[src/rtl/xor_acc_pkg.sv]
// Shared definitions for the XOR checksum accumulator: FSM state encoding and default widths.
// Optional frame word counter is enabled with XOR_ACC_COUNT_EN.
package xor_acc_pkg;

    localparam int N_DEFAULT  = 8;
    localparam int CW_DEFAULT = 16;

    typedef enum logic [1:0] {
        IDLE  = 2'd0,
        ACCUM = 2'd1,
        HOLD  = 2'd2
    } xor_acc_state_e;

endpackage

[src/rtl/xor_checksum_accumulator_if.sv]
// Input beat stream and checksum result bundle for the XOR checksum accumulator.
// out_count exists only when XOR_ACC_COUNT_EN is defined.
interface xor_checksum_accumulator_if
    import xor_acc_pkg::*;
#(
    parameter int N  = N_DEFAULT,
    parameter int CW = CW_DEFAULT
);

    logic         in_valid;
    logic         in_ready;
    logic [N-1:0] in_data;
    logic         in_first;
    logic         in_last;
    logic         out_valid;
    logic         out_ready;
    logic [N-1:0] out_csum;
`ifdef XOR_ACC_COUNT_EN
    logic [CW-1:0] out_count;
`endif

    modport master (
        output in_valid, in_data, in_first, in_last, out_ready,
`ifdef XOR_ACC_COUNT_EN
        input  out_count,
`endif
        input  in_ready, out_valid, out_csum
    );

    modport slave (
        input  in_valid, in_data, in_first, in_last, out_ready,
`ifdef XOR_ACC_COUNT_EN
        output out_count,
`endif
        output in_ready, out_valid, out_csum
    );

endinterface

[src/rtl/xor_acc_counter.sv]
// Saturating frame word counter: load forces the count to 1, inc adds one until all-ones.
// Instantiated by the accumulator only when XOR_ACC_COUNT_EN is defined.
module xor_acc_counter #(
    parameter int CW = 16
) (
    input  logic          clk,
    input  logic          rst_n,
    input  logic          load,
    input  logic          inc,
    output logic [CW-1:0] count
);

    localparam logic [CW-1:0] COUNT_MAX = '1;
    localparam logic [CW-1:0] COUNT_ONE = CW'(1);

    // Load wins over increment so a frame restart always begins at one.
    always_ff @(posedge clk or negedge rst_n) begin
        if (!rst_n) begin
            count <= '0;
        end else if (load) begin
            count <= COUNT_ONE;
        end else if (inc && (count != COUNT_MAX)) begin
            count <= count + COUNT_ONE;
        end
    end

endmodule

[src/rtl/xor_checksum_accumulator.sv]
// Folds the words of each framed beat stream into an N-bit XOR checksum and holds it until consumed.
// Define XOR_ACC_COUNT_EN to also count accepted words per frame on out_count.
module xor_checksum_accumulator
    import xor_acc_pkg::*;
#(
    parameter int N  = N_DEFAULT,
    parameter int CW = CW_DEFAULT
) (
    input  logic                        clk,
    input  logic                        rst_n,
    xor_checksum_accumulator_if.slave   bus
);

    xor_acc_state_e state;
    xor_acc_state_e state_next;

    logic [N-1:0] acc;
    logic         ready_q;
    logic         valid_q;
    logic         accept;
    logic         acc_load;
    logic         acc_fold;

    assign accept = bus.in_valid && ready_q;

    always_comb begin
        state_next = state;
        acc_load   = 1'b0;
        acc_fold   = 1'b0;
        case (state)
            IDLE: begin
                if (accept && bus.in_first) begin
                    acc_load   = 1'b1;
                    state_next = bus.in_last ? HOLD : ACCUM;
                end
            end
            ACCUM: begin
                if (accept) begin
                    if (bus.in_first) begin
                        acc_load = 1'b1;
                    end else begin
                        acc_fold = 1'b1;
                    end
                    if (bus.in_last) begin
                        state_next = HOLD;
                    end
                end
            end
            HOLD: begin
                if (bus.out_ready) begin
                    state_next = IDLE;
                end
            end
            default: begin
                state_next = IDLE;
            end
        endcase
    end

    // Handshake flags are registered from the next state so they track the FSM
    // exactly, yet in_ready still stays low for the first cycle after reset.
    always_ff @(posedge clk or negedge rst_n) begin
        if (!rst_n) begin
            state   <= IDLE;
            ready_q <= 1'b0;
            valid_q <= 1'b0;
        end else begin
            state   <= state_next;
            ready_q <= (state_next != HOLD);
            valid_q <= (state_next == HOLD);
        end
    end

    always_ff @(posedge clk or negedge rst_n) begin
        if (!rst_n) begin
            acc <= '0;
        end else if (acc_load) begin
            acc <= bus.in_data;
        end else if (acc_fold) begin
            acc <= acc ^ bus.in_data;
        end
    end

    assign bus.in_ready  = ready_q;
    assign bus.out_valid = valid_q;
    assign bus.out_csum  = acc;

`ifdef XOR_ACC_COUNT_EN
    logic [CW-1:0] word_count;

    xor_acc_counter #(
        .CW (CW)
    ) u_counter (
        .clk   (clk),
        .rst_n (rst_n),
        .load  (acc_load),
        .inc   (acc_fold),
        .count (word_count)
    );

    assign bus.out_count = word_count;
`endif

endmodule

[src/flat_wrapper.sv]
// flat-port wrapper written by rule: the top's interface ports become plain ports
module xor_checksum_accumulator_flat import xor_acc_pkg::*;
#(
    parameter int N  = N_DEFAULT,
    parameter int CW = CW_DEFAULT
)
  (clk, rst_n, bus_in_valid, bus_in_data, bus_in_first, bus_in_last, bus_out_ready, bus_in_ready, bus_out_valid, bus_out_csum);
  xor_checksum_accumulator_if #(.N(N), .CW(CW)) bus_i ();
  input  logic clk;
  input  logic rst_n;
  input wire logic [$bits(bus_i.in_valid)-1:0] bus_in_valid;
  input wire logic [$bits(bus_i.in_data)-1:0] bus_in_data;
  input wire logic [$bits(bus_i.in_first)-1:0] bus_in_first;
  input wire logic [$bits(bus_i.in_last)-1:0] bus_in_last;
  input wire logic [$bits(bus_i.out_ready)-1:0] bus_out_ready;
  output wire logic [$bits(bus_i.in_ready)-1:0] bus_in_ready;
  output wire logic [$bits(bus_i.out_valid)-1:0] bus_out_valid;
  output wire logic [$bits(bus_i.out_csum)-1:0] bus_out_csum;
  assign bus_i.in_valid = bus_in_valid;
  assign bus_i.in_data = bus_in_data;
  assign bus_i.in_first = bus_in_first;
  assign bus_i.in_last = bus_in_last;
  assign bus_i.out_ready = bus_out_ready;
  assign bus_in_ready = bus_i.in_ready;
  assign bus_out_valid = bus_i.out_valid;
  assign bus_out_csum = bus_i.out_csum;
  xor_checksum_accumulator #(.N(N), .CW(CW)) u_core (.clk(clk), .rst_n(rst_n), .bus(bus_i));
endmodule
[config.mk]
export PLATFORM = sky130hd
export DESIGN_NAME = xor_checksum_accumulator_flat
export DESIGN_NICKNAME = d
export VERILOG_FILES = /design/src/rtl/xor_acc_pkg.sv /design/src/rtl/xor_checksum_accumulator_if.sv /design/src/rtl/xor_acc_counter.sv /design/src/rtl/xor_checksum_accumulator.sv /design/src/flat_wrapper.sv
export SDC_FILE = /design/constraint.sdc
export NUM_CORES = 1
export LEC_CHECK = 0
export CAP_MARGIN = 10
export CORE_MARGIN = 3
export CORE_UTILIZATION = 40
export CTS_BUF_LIST = sky130_fd_sc_hd__clkbuf_4
export CTS_CLUSTER_SIZE = 12
export DETAILED_ROUTE_END_ITERATION = 6
export PLACE_DENSITY = 0.75
export SLEW_MARGIN = 20
export SYNTH_ARGS = -nofsm -noshare
export SYNTH_HDL_FRONTEND = slang
export SYNTH_SLANG_ARGS = --single-unit
[constraint.sdc]
create_clock -name clk -period 3 [get_ports clk]
set_clock_uncertainty 0.1 [all_clocks]
set_input_delay 0.45 -clock clk [delete_from_list [all_inputs] [get_ports clk]]
set_output_delay 0.45 -clock clk [all_outputs]
set_load 0.01 [all_outputs]
==> results_dict.tcl <==
set metrics [dict create \
    final_nets 88 \
    cp.required_ps 2450 \
    synth_area_per_cell_um2 12.9 \
    cp_slowest_stage_delay_ps 580 \
    htree_levels 1 \
    path_class "flip-flop to output port" \
    period_share_pct 62.0 \
    p_switching_mw 0.205 \
    setup_viol 0 \
    power_frac_seq_pct 40.2 \
    tritoncts "yes" \
    grt_pass1_vias 421 \
    rows 13 \
    track_usage_pct 13.2 \
    die_w_um 44.5 \
    register_area_um2 300 \
    fin_tns_setup_ps 0 \
    hold_violations 0 \
    synth_fp_nets 60 \
    drtIter0Drc 1 \
    yosysWarningCount 0 \
    crit_chain "clkdlybuf4s50_1" \
    grt_max_degree 13 \
    status "completed" \
    drc_errors 0 \
    totalWireLength_um 1170 \
    cts-root-buf "clkbuf_4" \
    clk_pin_slew_worst_paths_ps 80 \
    start_kind "flip-flop" \
    holdCritPathClass "input port to async pin" \
    area_growth_pct 46.3 \
    viasPerCell 4.99 \
    insertion_delay_ps 270 \
    rsz0062_at_grt "false" \
    initial_core_util_pct 44.0 \
    drive_above_1_share_pct 19.2 \
    clkPwrFrac_pct 16.2 \
    critPathMaxFanout 5 \
    clockBufferDepth 2 \
    gp_congestion 0.760 \
    switching_share_pct 32.1 \
    ctsResizeCount 0 \
    dieArea_um2 1980 \
    antenna_found_initial 0 \
    fp.dieH_um 44.5 \
    crit_path_end_kind "output port" \
    core_um2 1350 \
    drv_slew 0 \
    port_buffers 23 \
    num_antenna_cells 0 \
    num_vias 439 \
    yosysUniqueCellTypes 12 \
    dr.pass1.iters 2 \
    cp.depth 1 \
    multi_input_area_um2 294 \
    dpl.hpwl_um 873 \
    fin_hold_ws_ps 431 \
    max-vdd-ir-drop_uv 387 \
    n_fill_cell 106 \
    crit_family "buffers and inverters" \
    cp.arrival_ps 1310 \
    layout_commonest_cell "clkdlybuf4s50_1" \
    yosysSeqAreaShare_pct 50.5 \
    post_drt_wl_per_cell_um 13.3 \
    grt-ovfl-total 0 \
    drtAntennaViolNets 0 \
    numCtsBuffers 3 \
    combPwrFrac_pct 43.5 \
    power.internal_mw 0.433 \
    hold_buffers 0 \
    grt_first_pass_wirelength_um 1800 \
    io_pins 24 \
    slew_headroom_pct 62.5 \
    clock-sinks 12 \
    cellPowerDensity_nw_per_um2 734 \
    netlist_area_um2 594 \
    tightest_slew_ps 561 \
    fmax_mhz 538 \
    reg2regPathDepth 3 \
    layout_common_cells "23 x clkdlybuf4s50_1, 12 x dfrtp_1, 8 x nand2_1, 8 x nor3b_2, 8 x xnor2_1" \
    syn_inst 46 \
    critical-path-slowest-cell "clkdlybuf4s50_1" \
    ys_ff_latch 12 \
    leakage_nw 0.345 \
    period_needed_ps 1860 \
    max_cap_violations 0 \
    crit_buf_inv 1 \
    power_mw 0.638 \
    post_cts_buffers 0 \
]
## area by class of cell
class                           count  share of cell area [%]
Sequential cell                    12                    34.5
Multi-Input combinational cell     34                    33.8
Timing Repair Buffer               23                    26.5
Clock buffer                        3                    2.59
Tap cell                           15                    2.16
Clock inverter                      1                   0.432
## cell usage after synthesis, drive strengths merged
| library cell | count | area share (%) |
|---|---|---|
| a22o | 2 | 2.9 |
| a22oi | 1 | 1.3 |
| a311oi | 1 | 1.5 |
| a31oi | 1 | 1.1 |
| dfrtp | 12 | 51 |
| nand2 | 8 | 5.1 |
| nand3b | 1 | 3.4 |
| nand4b | 1 | 2.5 |
| nor2 | 3 | 3.2 |
| nor3b | 8 | 17 |
| xnor2 | 8 | 12 |
## worst paths after layout
| path | startpoint | endpoint | slack (ps) |
|---|---|---|---|
| min in group clk | u_core.state[1] | u_core.state[0] | 440 |
| hold reg to reg | u_core.state[1] | u_core.state[0] | 440 |
| setup / recovery | u_core.bus.in_ready | bus_in_ready | 1140 |
| max in group asynchronous | rst_n | u_core.bus.in_ready | 2000 |
| setup reg to reg | u_core.state[0] | u_core.state[1] | 1690 |
| hold / removal | rst_n | u_core.bus.out_csum[2] | 430 |
## power by group through the flow
stage | Clock (mW) | Sequential [mW] | Combinational [mW]
finish | 0.104 | 0.257 | 0.277
global route | 0.117 | 0.267 | 0.298
CTS | 0.109 | 0.258 | 0.282
detailed placement | 0 | 0.261 | 0.281
global placement | 0 | 0.259 | 0.278
floorplan | 0 | 0.283 | 0.114
## flip-flops by register name, summed over array words and instances, names as in the netlist
| register | cells |
|---|---|
| u_core.bus.out_csum | 8 |
| u_core.state | 2 |
| u_core.bus.in_ready | 1 |
| u_core.bus.out_valid | 1 |
## routing by layer
| layer | track usage (%) | wire length [um] |
|---|---|---|
| met1 | 14.3 | 497 |
| met2 | 20.1 | 583 |
| met3 | 5.28 | 73 |
| met4 | 10.8 | 16 |
| met5 | 0 | 0 |
## logic make-up after synthesis
kind of cell	share of synthesized area (%)
AOI/OAI and AO/OA	6.74
and+or+nand+nor	30.9
xor gates and xnor gates	11.8
DFF	50.5
## metrics by stage
stage | instances | setup WS [ps] | utilization [%] | area, um^2
floorplan | 46 | 1790 | - | 594
global placement | 84 | 1210 | 62.5 | 843
detailed placement | 84 | 1160 | 62.5 | 843
CTS | 88 | 1130 | 64.4 | 870
global route | 88 | 1080 | 64.4 | 870
finish | 88 | 1140 | 64.4 | 870
(Power assumes the default switching activity.)
